### src/rtl/frame_sync_pkg.sv
// Shared state encoding and reset values for the game-to-pixel frame sync.
// Reset constants are sized for the default obstacle/player widths.
package frame_sync_pkg;

   typedef enum logic [2:0] {
      ST_IDLE,
      ST_SETTLE,
      ST_CAPTURE,
      ST_WAIT_VB,
      ST_COPY,
      ST_COMMIT
   } state_e;

   localparam logic [19:0] OBS_X_RST    = {10'd700, 10'd700};
   localparam logic [17:0] OBS_Y_RST    = {9'd500, 9'd500};
   localparam logic [8:0]  PLAYER_Y_RST = 9'd240;
   localparam logic [1:0]  GAMEMODE_RST = 2'd0;

endpackage

### src/rtl/frame_sync_ctrl_tick_sync.sv
// Two-flop synchronizer for the asynchronous game tick plus a rising-edge
// detector producing a single-cycle pulse in the pixel clock domain.
module tick_sync (
   input  logic clk,
   input  logic rst_n,
   input  logic async_in,
   output logic rise
);

   logic meta_q;
   logic sync_q;
   logic prev_q;

   always_ff @(posedge clk or negedge rst_n) begin
      if (!rst_n) begin
         meta_q <= 1'b0;
         sync_q <= 1'b0;
         prev_q <= 1'b0;
      end else begin
         meta_q <= async_in;
         sync_q <= meta_q;
         prev_q <= sync_q;
      end
   end

   assign rise = sync_q & ~prev_q;

endmodule

### src/rtl/frame_sync_ctrl.sv
// Captures game-domain display state once per tick and commits it to the
// pixel-domain display registers only during vertical blanking.
module frame_sync_ctrl
   import frame_sync_pkg::*;
#(
   parameter int N_OBS  = 10,
   parameter int OBS_XW = 20,
   parameter int OBS_YW = 18,
   parameter int PY_W   = 9,
   parameter int SETTLE = 4
) (
   input  logic                    clk,
   input  logic                    rst_n,
   input  logic                    game_tick,
   input  logic                    vblank,
   input  logic [N_OBS*OBS_XW-1:0] obstacle_x_in,
   input  logic [N_OBS*OBS_YW-1:0] obstacle_y_in,
   input  logic [PY_W-1:0]         player_y_in,
   input  logic [1:0]              gamemode_in,
   output logic [N_OBS*OBS_XW-1:0] obstacle_x_out,
   output logic [N_OBS*OBS_YW-1:0] obstacle_y_out,
   output logic [PY_W-1:0]         player_y_out,
   output logic [1:0]              gamemode_out,
   output logic                    swap_pulse,
   output logic                    busy,
   output logic [7:0]              drop_cnt
);

   localparam int IDX_W = (N_OBS > 1) ? $clog2(N_OBS) : 1;
   localparam logic [OBS_XW-1:0] X_RST = OBS_XW'(OBS_X_RST);
   localparam logic [OBS_YW-1:0] Y_RST = OBS_YW'(OBS_Y_RST);
   localparam logic [PY_W-1:0]   P_RST = PY_W'(PLAYER_Y_RST);

   logic tick_rise;

   tick_sync u_tick_sync (
      .clk      (clk),
      .rst_n    (rst_n),
      .async_in (game_tick),
      .rise     (tick_rise)
   );

   state_e             state_q, state_d;
   logic [3:0]         cnt_q, cnt_d;
   logic [IDX_W-1:0]   idx_q, idx_d;
   logic               pend_q, pend_d;
   logic [7:0]         drop_q, drop_d;
   logic               busy_q;

   logic [N_OBS-1:0][OBS_XW-1:0] stg_x_q, out_x_q;
   logic [N_OBS-1:0][OBS_YW-1:0] stg_y_q, out_y_q;
   logic [PY_W-1:0]              stg_py_q, out_py_q;
   logic [1:0]                   stg_gm_q, out_gm_q;

   always_comb begin
      state_d = state_q;
      cnt_d   = cnt_q;
      idx_d   = idx_q;
      pend_d  = pend_q;
      drop_d  = drop_q;
      if (tick_rise && state_q != ST_IDLE) begin
         pend_d = 1'b1;
         if (drop_q != 8'hFF) drop_d = drop_q + 8'd1;
      end
      unique case (state_q)
         ST_IDLE: begin
            if (tick_rise) begin
               state_d = ST_SETTLE;
               cnt_d   = 4'(SETTLE);
            end
         end
         ST_SETTLE: begin
            if (cnt_q == 4'd1) state_d = ST_CAPTURE;
            else               cnt_d   = cnt_q - 4'd1;
         end
         ST_CAPTURE: state_d = ST_WAIT_VB;
         ST_WAIT_VB: begin
            if (vblank) begin
               state_d = ST_COPY;
               idx_d   = '0;
            end
         end
         ST_COPY: begin
            if (idx_q == IDX_W'(N_OBS - 1)) state_d = ST_COMMIT;
            else                            idx_d   = idx_q + IDX_W'(1);
         end
         ST_COMMIT: begin
            // ticks seen during this frame coalesce into one follow-up frame
            pend_d = 1'b0;
            if (pend_q || tick_rise) begin
               state_d = ST_SETTLE;
               cnt_d   = 4'(SETTLE);
            end else begin
               state_d = ST_IDLE;
            end
         end
         default: state_d = ST_IDLE;
      endcase
   end

   always_ff @(posedge clk or negedge rst_n) begin
      if (!rst_n) begin
         state_q <= ST_IDLE;
         cnt_q   <= '0;
         idx_q   <= '0;
         pend_q  <= 1'b0;
         drop_q  <= '0;
         busy_q  <= 1'b0;
      end else begin
         state_q <= state_d;
         cnt_q   <= cnt_d;
         idx_q   <= idx_d;
         pend_q  <= pend_d;
         drop_q  <= drop_d;
         busy_q  <= (state_d != ST_IDLE);
      end
   end

   always_ff @(posedge clk or negedge rst_n) begin
      if (!rst_n) begin
         stg_x_q  <= {N_OBS{X_RST}};
         stg_y_q  <= {N_OBS{Y_RST}};
         stg_py_q <= P_RST;
         stg_gm_q <= GAMEMODE_RST;
         out_x_q  <= {N_OBS{X_RST}};
         out_y_q  <= {N_OBS{Y_RST}};
         out_py_q <= P_RST;
         out_gm_q <= GAMEMODE_RST;
      end else begin
         if (state_q == ST_CAPTURE) begin
            stg_x_q  <= obstacle_x_in;
            stg_y_q  <= obstacle_y_in;
            stg_py_q <= player_y_in;
            stg_gm_q <= gamemode_in;
         end
         if (state_q == ST_COPY) begin
            out_x_q[idx_q] <= stg_x_q[idx_q];
            out_y_q[idx_q] <= stg_y_q[idx_q];
         end
         if (state_q == ST_COMMIT) begin
            out_py_q <= stg_py_q;
            out_gm_q <= stg_gm_q;
         end
      end
   end

   assign obstacle_x_out = out_x_q;
   assign obstacle_y_out = out_y_q;
   assign player_y_out   = out_py_q;
   assign gamemode_out   = out_gm_q;
   assign swap_pulse     = (state_q == ST_COMMIT);
   assign busy           = busy_q;
   assign drop_cnt       = drop_q;

endmodule

### config.mk
export PLATFORM = sky130hd
export DESIGN_NAME = frame_sync_ctrl
export DESIGN_NICKNAME = d
export VERILOG_FILES = /design/src/rtl/frame_sync_pkg.sv /design/src/rtl/frame_sync_ctrl_tick_sync.sv /design/src/rtl/frame_sync_ctrl.sv
export SDC_FILE = /design/constraint.sdc
export NUM_CORES = 1
export LEC_CHECK = 0
export BUFFER_PORTS_ARGS = -buffer_cell sky130_fd_sc_hd__buf_2
export CAP_MARGIN = 10
export CORE_AREA = 10 10 302 304
export DETAILED_ROUTE_END_ITERATION = 7
export DIE_AREA = 0 0 312 314
export SYNTH_ARGS = -nofsm -noshare
export SYNTH_HDL_FRONTEND = slang
export SYNTH_SLANG_ARGS = --single-unit
export TNS_END_PERCENT = 20
### constraint.sdc
create_clock -name clk -period 2.2 [get_ports clk]
set_input_delay 0.22 -clock clk [delete_from_list [all_inputs] [get_ports clk]]
set_output_delay 0.22 -clock clk [all_outputs]
set_load 0.02 [all_outputs]
# == Yosys cells after proc, flatten, opt, wreduce, memory -nomap -nowiden ==
# Index checks and enable logic that the tools add are counted.
# classes
n_addsub,3
mul,0
n_div,0
magnitude_cmp,2
eq_ne,13
shift,0
muxes,25
n_bitwise,2
reduce_logical,12
# op_table
op,n
bitwise mux 200 bit,1
bitwise mux 180 bit,1
binary-select mux 20 bit (select 4 bit),1
demux 20 bit (select 4 bit),1
binary-select mux 18 bit (select 4 bit),1
demux 18 bit (select 4 bit),1
two-way mux 20 bit,2
two-way mux 18 bit,2
two-way mux 4 bit,5
case mux 3 bit (6 select lines),1
two-way mux 3 bit,4
case mux 4 bit (3 select lines),1
nonzero test 3 bit,3
"adder 8 x 1 -> 8 bit, second input constant",1
"inequality test 2 bit, second input constant",4
"inequality test 8 bit, second input constant",1
case mux 4 bit (2 select lines),1
"== test 3 x 2 -> 1 bit, second input constant",2
"== test 3 bit, second input constant",2
"< comparator 4 x 5 -> 1 bit, second input constant",1
"adder 4 x 1 -> 4 bit, second input constant",1
"== test 4 x 1 -> 1 bit, second input constant",1
"== test 4 bit, second input constant",1
"greater-or-equal comparator 4 x 1 -> 1 bit, second input constant",1
13 further kinds,17
# word_totals
regBits,806
latch_bits,0
ramBits,0
romBits,0
output_inout_bits,401
wordCells,110
memories,0

# == Depth between registers and ports, before layout ==
# Gate-level depths: netlist of run 1.
# logic_depth
ltp_word,6
depth_mapped,12
depth_no_buf,6

# == Hierarchy ==
# Synthesis of run 1 repeated with hierarchy kept, for this count alone.
# unflattened
hier_cells,2319
hier_area_um2,33395.8
# by_module_without_submodules
module,instances,cells_per_inst,area_per_inst_um2,seq_area_each_um2
frame_sync_ctrl,1,2315,33306.9,20704.9
tick_sync,1,4,88.8,75.1

# == Least setup slack after synthesis of run 1 ==
# No wires, ideal clock.
# synth_timing
path_kind,register to register
from,reg idx_q[1]
to,reg out_x_q (netlist bit obstacle_x_out[197])
arrival_ps,2229
required_ps,2121
setup_slack_ps,-108
path_stages_with_launch,12
synth_period_minus_slack_ps,2308
path_cell_list,dfrtp_1 -> buf_2 -> buf_4 -> buf_4 -> buf_4 -> inv_1 -> ha_1 -> nand3_1 -> clkbuf_1 -> clkbuf_1 -> nand2_1 -> o21ai_0
# synth_between
elab_chain_len,5
# synth_lines
item,line_no,source
"start, declared",frame_sync_ctrl.sv:45,"logic [IDX_W-1:0] idx_q, idx_d;"
"start signal, assigned",frame_sync_ctrl.sv:112,idx_q <= idx_d;
< comparator 4 x 5 -> 1 bit (implied by the code) or greater-or-equal comparator 4 x 1 -> 1 bit (tied branches),frame_sync_ctrl.sv:137,out_x_q[idx_q] <= stg_x_q[idx_q];
logical AND 1 bit (implied by the code),frame_sync_ctrl.sv:137,
two-way mux 20 bit (implied by the code),frame_sync_ctrl.sv:137,
demux 20 bit (select 4 bit),frame_sync_ctrl.sv:137,
bitwise mux 200 bit *,frame_sync_ctrl.sv:137,
"end signal, assigned",frame_sync_ctrl.sv:125,out_x_q <= {N_OBS{X_RST}};
"end signal, assigned by index",frame_sync_ctrl.sv:137,
"end, declared",frame_sync_ctrl.sv:50,"logic [N_OBS-1:0][OBS_XW-1:0] stg_x_q, out_x_q;"
# Mark *: on every way between the ends. The rest lies on a longest branch, timed or not. The select of a mux whose other input is x is not followed.
# A chain may end at the register's enable or synchronous reset.

# == Worst setup path in the final report of run 1 ==
# layout_timing
from,reg idx_q[0]
to,reg out_y_q (netlist bit obstacle_y_out[18])
# layout_between
elab_chain_len,5
# layout_lines
item,line_no,source
< comparator 4 x 5 -> 1 bit (implied by the code) or greater-or-equal comparator 4 x 1 -> 1 bit (tied branches),frame_sync_ctrl.sv:138,out_y_q[idx_q] <= stg_y_q[idx_q];
logical AND 1 bit (implied by the code),frame_sync_ctrl.sv:138,
two-way mux 18 bit (implied by the code),frame_sync_ctrl.sv:138,
demux 18 bit (select 4 bit),frame_sync_ctrl.sv:138,
bitwise mux 180 bit *,frame_sync_ctrl.sv:138,
"end signal, assigned",frame_sync_ctrl.sv:126,out_y_q <= {N_OBS{Y_RST}};
"end signal, assigned by index",frame_sync_ctrl.sv:138,
"end, declared",frame_sync_ctrl.sv:51,"logic [N_OBS-1:0][OBS_YW-1:0] stg_y_q, out_y_q;"
# Marked as above.

==> key figures, run 1 <==
Run status
  • Status: finished clean

Critical path
  • Worst EP required: 2.70 ns
  • Worst setup path start: idx_q[0]
  • CP Max Fanout: 14
  • Startpoint Class: flop
  • Setup slack, reg-to-reg: 0.13 ns
  • CP Capture Type: flop
  • Reg2reg start: idx_q[0]
  • WS Path Type: reg2reg
  • WP data arrival: 2.57 ns

Power
  • Sequential group share of total power: 41.8%
  • Combinational Power Share: 31.1%
  • Pleak: 0.0213 µW
  • VDD IR max: 0.838 mV
  • Reported net switching power: 18,500 µW
  • Internal cell power: 40,100 µW
  • PD cells: 1250 nW/µm²
  • Clock power share: 27.0%
  • Switching share of power: 31.6%

Global routing
  • Remaining global-route overflow: 0
  • Largest net degree at the start of global routing: 79
  • First-pass GRT wire length: 170,000 µm
  • Global Route Usage Sum: 22.5%
  • Initial antenna violation count: 23
  • Vias in the first global route: 26,900

Synth
  • Cell count after synthesis: 2,364
  • Post-synthesis cell type count: 48
  • Ys Warns: 0
  • Syn_area_per_cell: 14.3 µm²
  • EDFF count, synth: 0
  • Yosys reg bits: 806
  • Syn Nets: 2,766
  • Dominant synthesized flop cell: dfstp_2
  • Seq/Total Area, Yosys: 61.6%
  • Async SR Flop Fraction: 100%
  • Cell Area, Synth: 33,700 µm²

Routing
  • ANT nets after route: 0
  • Routed len/inst: 23.6 µm
  • Drt via density: 5.04
  • DR iter-0 viols: 1,418
  • DR pass1 iterations: 7
  • Final wirelength: 114,000 µm
  • DR DRC count: 0
  • DR vias: 24,300

Floorplanning
  • DIE HEIGHT: 314 µm
  • CORE AREA: 84,900 µm²
  • Initial core utilization: 39.7%
  • Die area: 98,000 µm²
  • Row count: 107
  • Die Span X: 312 µm
  • IO Count: 796

Clock tree
  • Root buffer cell: clkbuf_16
  • H-tree depth: 3
  • Max Buffers Root-to-Sink: 3
  • CTS buffer count: 88
  • Clk_lat worst skew: 0.64 ns
  • CTS tree: done
  • CTS Sinks: 806
  • Clock-pin transition on the worst setup and hold timing paths: 0.06 ns

Placement
  • Detailed Place HPWL: 82,700 µm
  • PortBufs: 795
  • Routability cong.: 0.885

Worst hold path
  • Hold Crit Start: vblank
  • Tightest Hold Check Type: in2reg

Layout
  • Layout Utilization: 55.1%
  • Storage cell area: 20,800 µm²
  • Ratio of cells with drive above 1 in the final layout: 58.1%
  • Area Overhead vs Synth: 38.7%
  • NumNets Final: 3,990
  • Multi-input logic area: 12,100 µm²
  • Fill count: 6,922

Timing
  • Minimum clock period: 2.07 ns
  • Slew margin rel.: 61.0%
  • Worst slew pin tran: 0.584 ns
  • Slew Limit Fails: 0
  • RSZ-0062 raised after global routing: no
  • Period utilization: 94.2%
  • Final setup TNS: 0 ns
  • Final hold vios: 0
  • Final setup fails: 0
  • Fmax: 483 MHz
  • Final Skew: 0.0287 ns

Job
  • Max-Cap Viols: 0
[state kept, by name, summed over array words and instances (netlist names)]
name and count:
idx_q 4, stg_py_q 9, u_tick_sync.meta_q 1, drop_cnt 8
busy 1, stg_x_q 200, stg_gm_q 2, gamemode_out 2
stg_y_q 180, state_q 3, obstacle_y_out 180, obstacle_x_out 200
u_tick_sync.sync_q 1, player_y_out 9, u_tick_sync.prev_q 1, pend_q 1
cnt_q 4
[power groups by stage]
| stage | Clock [µW] | Sequential, µW | Combinational, µW |
|---|---|---|---|
| after floorplan | 0 | 25000 | 10700 |
| after global placement | 0 | 24400 | 17300 |
| after detailed placement | 0 | 24600 | 17800 |
| after CTS | 16200 | 24500 | 18400 |
| after global routing | 16800 | 25100 | 19700 |
| final | 15800 | 24500 | 18200 |
[path summary, 6_finish.rpt]
kind,end,cells past startpoint
worst max-delay path,obstacle_y_out[18],7
worst min-delay path,state_q[1],4
worst max register to register,obstacle_y_out[18],7
min in group asynchronous,stg_y_q[90],2
worst min register to register,u_tick_sync.sync_q,0
max in group asynchronous,stg_x_q[74],4
[routing by layer]
| layer | wire length (µm) | vias up | track usage, % |
|---|---|---|---|
| li1 | - | 10800 | - |
| met1 | 45000 | 12300 | 26.5 |
| met2 | 55000 | 929 | 37.4 |
| met3 | 8420 | 289 | 6.90 |
| met4 | 5250 | 14 | 10.6 |
| met5 | 129 | - | 0.395 |
[logic make-up after synthesis]
kind of cell | share of synthesized area (%)
xor+xnor | 0.182
simple gates | 4.71
compound gates | 5.52
fa+ha+maj | 0.260
flops | 61.6
mux | 25.0
buf+inv | 2.70
[Yosys cell counts, types with 3 or more instances]
cell type / n / area [µm²]
dfstp_2: 488 / 12800
inv_1: 7 / 26.3
nand2_1: 121 / 454
nor2_1: 161 / 604
mux2_4: 74 / 1110
mux2_2: 471 / 5300
dfrtp_1: 318 / 7960
buf_4: 51 / 383
xor2_1: 6 / 52.6
nor2b_1: 40 / 250
nor3_1: 5 / 25.0
nor3b_1: 4 / 30.0
a21oi_1: 154 / 771
nand2b_1: 4 / 25.0
o21a_1: 38 / 285
mux2i_1: 117 / 1170
buf_6: 8 / 90.1
ha_1: 7 / 87.6
buf_2: 46 / 230
o21ai_0: 79 / 395
mux4_2: 38 / 856
nand3_1: 9 / 45.0
and3_1: 5 / 31.3
buf_1: 3 / 11.3
o22a_1: 38 / 333
or3_1: 4 / 25.0
clkbuf_1: 45 / 169
[through the flow]
stage,total power [µW],instances,hold slack [ns],instance area [µm²],setup WS [ns]
2_1_floorplan,35700,2364,-0.0756,33700,0.0386
3_3_place_gp,41700,4249,0.166,39600,0.148
3_5_place_dp,42400,4249,0.166,39600,0.122
4_1_cts,59100,4806,0.0105,46700,0.0468
5_1_grt,61600,4821,0.0883,46800,0.0152
6_report,58500,4826,0.0705,46800,0.128
[layout make-up]
| cell class | count | area share [%] |
|---|---|---|
| Clock buffer | 125 | 5.37 |
| Multi-Input combinational cell | 1398 | 25.8 |
| Tap cell | 1144 | 3.06 |
| Sequential cell | 806 | 44.4 |
| Timing Repair Buffer | 1287 | 19.8 |
| Clock inverter | 39 | 1.35 |
| Inverter | 7 | 0.0562 |
| Antenna cell | 20 | 0.107 |
[worst max-delay path, cell delays in order, from the launching register on]
cell and delay, ns:
dfrtp_4 0.49, buf_12 0.19, buf_12 0.17, mux2i_1 0.20
buf_4 0.16, o22a_1 0.31, o21a_1 0.30, a21oi_1 0.10
[placed cells by master (no fill, tap or decap), types with 46 or more instances in the layout]
cell type,synthesis,final
nor2_1,161,161
buf_4,51,53
dlygate4sd3_1,0,393
clkbuf_16,0,90
dfrtp_1,318,316
nand2_1,121,116
a21oi_1,154,154
o21ai_0,79,79
mux2_2,471,471
buf_2,46,794
mux2i_1,117,117
mux2_4,74,74
buf_12,0,46
dfstp_2,488,488
[timing repair]
| item | in CTS | in global routing |
|---|---|---|
| hold buffers | 393 | 0 |
| endpoints found under the hold margin | 628 | 0 |
| endpoints found under the setup margin | 0 | 1 |
| setup buffers | 0 | 0 |
| gates resized for setup | 0 | 1 |
(Power assumes the default switching activity.)
==> run 2, diff against run 1 <==
==> constraint.sdc (replaced) <==
create_clock -name clk -period 2 [get_ports clk]
set_input_delay 0.2 -clock clk [delete_from_list [all_inputs] [get_ports clk]]
set_output_delay 0.2 -clock clk [all_outputs]
set_load 0.02 [all_outputs]
==> run 2 against run 1 <==
Final cell count rose by 0.95%. Clock skew is 0.011 ns higher. Core utilization is 0.54 points higher. Power grew 9.8%. Register-to-register slack worse by 0.09 ns. Routed wire length up 3.7%. Clock power is 3% higher. Non-clock buffer count grew 43. Highest routed layer unchanged.
==> key figures, run 2 (same netlist as run 1, synthesis figures left out) <==
Routing
  • Routed len/inst: 24.2 µm (+2.7%)
  • DR iter-0 viols: 1,525 (+7.5%)
  • Final wirelength: 118,000 µm (+3.7%)
  • DR pass1 iterations: 5 (-2)
  • DR DRC count: 0 (unchanged)
  • DR vias: 24,800 (+1.9%)
  • Drt via density: 5.09 (+0.94%)
  • ANT nets after route: 0 (unchanged)

Power
  • PD cells: 1360 nW/µm² (+8.7%)
  • VDD IR max: 0.890 mV (+6.2%)
  • Pleak: 0.0215 µW (+0.89%)

Global routing
  • Largest net degree at the start of global routing: 100 (+27%)
  • Remaining global-route overflow: 0 (unchanged)
  • Global Route Usage Sum: 23.3% (+0.81 points)
  • Vias in the first global route: 27,800 (+3.2%)
  • First-pass GRT wire length: 177,000 µm (+3.8%)
  • Initial antenna violation count: 21 (-8.7%)

Clock tree
  • Clk_lat worst skew: 0.65 ns (about the same)
  • Root buffer cell: clkbuf_16
  • CTS tree: done
  • Max Buffers Root-to-Sink: 3 (unchanged)
  • Clock-pin transition on the worst setup and hold timing paths: 0.06 ns (about the same)
  • CTS buffer count: 88 (unchanged)
  • H-tree depth: 3 (unchanged)
  • CTS Sinks: 806 (unchanged)

Critical path
  • R2r worst-path depth: 5 (-2)
  • Reg2reg start: idx_q[1]
  • CP Capture Type: flop
  • Startpoint Class: flop
  • WS Path Type: reg2reg
  • Worst setup path start: idx_q[1]
  • Critical-path top delay cell: dfrtp_4
  • Worst-path cell chain: or3b_2, buf_12, o22a_1, o21a_1, o21ai_1
  • WP data arrival: 2.54 ns (-0.03 ns)
  • Slowest stage delay, CP: 0.51 ns (+0.02 ns)
  • Worst EP required: 2.57 ns (-0.13 ns)
  • CP Max Fanout: 38 (+24)

Timing
  • Final hold vios: 0 (unchanged)
  • RSZ-0062 raised after global routing: yes
  • Period utilization: 98.2% (+4.0 points)
  • Worst slew pin tran: 0.765 ns (+0.180 ns)
  • Slew margin rel.: 48.6% (-12 points)
  • Final setup fails: 0 (unchanged)
  • Final Skew: 0.0400 ns (+0.0114 ns)
  • Fmax: 509 MHz (+5.5%)
  • Slew Limit Fails: 0 (unchanged)
  • Minimum clock period: 1.96 ns (-0.108 ns)

Floorplanning
  • Die area: 98,000 µm² (unchanged)
  • Die Span X: 312 µm (unchanged)
  • Row count: 107 (unchanged)
  • Initial core utilization: 39.7% (unchanged)
  • IO Count: 796 (unchanged)
  • CORE AREA: 84,900 µm² (unchanged)
  • DIE HEIGHT: 314 µm (unchanged)

Placement
  • Placed cell area: 40,200 µm² (+1.4%)
  • Detailed Place HPWL: 85,300 µm (+3.1%)
  • Routability cong.: 0.901 (+1.7%)
  • PortBufs: 795 (unchanged)

Layout
  • Commonest non-fill, non-tap cell in the layout: buf_2
  • Fill count: 6,945 (+0.33%)
  • Commonest non-fill, non-tap cells in the layout: buf_2 (793), dfstp_2 (488), mux2_2 (471)
  • Fin area: 47,200 µm² (+0.97%)
  • Layout Utilization: 55.6% (+0.54 points)
  • Area Overhead vs Synth: 40.0%
  • Ratio of cells with drive above 1 in the final layout: 58.9% (+0.80 points)
  • NumNets Final: 4,033 (+1.1%)

Run status
  • Status: finished clean

Job
  • Max-Cap Viols: 0 (unchanged)

Worst hold path
  • Tightest Hold Check Type: in2async
-- run 2: layout make-up --
cell class / count / area [µm²] / area share (%)
inverters: 7 / 26.3 / 0.0556
repair buffers: 1330 / 9840 / 20.8
clock buffers: 136 / 2590 / 5.49
multi-input cells: 1398 / 12100 / 25.7
diodes: 21 / 52.6 / 0.111
flip-flops and latches: 806 / 20800 / 44.0
clock inverters: 30 / 354 / 0.750
well taps: 1144 / 1430 / 3.03
-- run 2: per-stage QoR --
stage | worst slack, ns | TNS [ns] | cells | hold slack (ns) | total power, µW
CTS | 0.0149 | 0 | 4850 | 0.0383 | 64400
global route | -0.0247 | -0.0647 | 4864 | 0.0689 | 67600
global placement | 0.0340 | 0 | 4289 | 0.121 | 46400
floorplan | 0.0101 | 0 | 2364 | -0.0956 | 39400
finish | 0.0357 | 0 | 4872 | 0.0737 | 64300
detailed placement | -0.0182 | -0.0182 | 4289 | 0.129 | 47200
-- run 2: worst max-delay path: cells and delay by family, from the launching register on --
| kind | cells | cell delay, ns |
|---|---|---|
| AO/OA/AOI/OAI | 3 | 0.65 |
| flip-flops | 1 | 0.51 |
| buffers and inverters | 1 | 0.20 |
| AND/OR/NAND/NOR | 1 | 0.49 |
-- run 2: repair_timing --
action | 4_1_cts | 5_1_grt
setup buffers | 1 | 0
resized for setup | 5 | 30
cloned | 0 | 1
endpoints found under the hold margin | 578 | 0
hold buffers | 394 | 0
endpoints found under the setup margin | 2 | 65
-- run 2: final timing paths --
check	to	slack (ns)
setup / recovery	obstacle_x_out[76]	0.04
hold / removal	obstacle_x_out[86]	0.07
setup reg to reg	obstacle_x_out[76]	0.04
hold reg to reg	u_tick_sync.sync_q	0.37
max in group asynchronous	stg_y_q[115]	0.96
min in group clk	stg_y_q[18]	0.32
-- run 2: power breakdown --
part	internal, µW	leakage, µW	switching [µW]
clock network	9430	0.00144	6860
registers	23800	0.00917	3170
logic	10300	0.0109	10700
-- run 2: metal layers --
metal,vias up,track usage [%],share of wire (%)
met5,-,0,0.055
met4,12,11.3,4.8
met3,280,6.44,7.2
met2,949,39.4,49
met1,12700,27.3,39
li1,10900,-,-
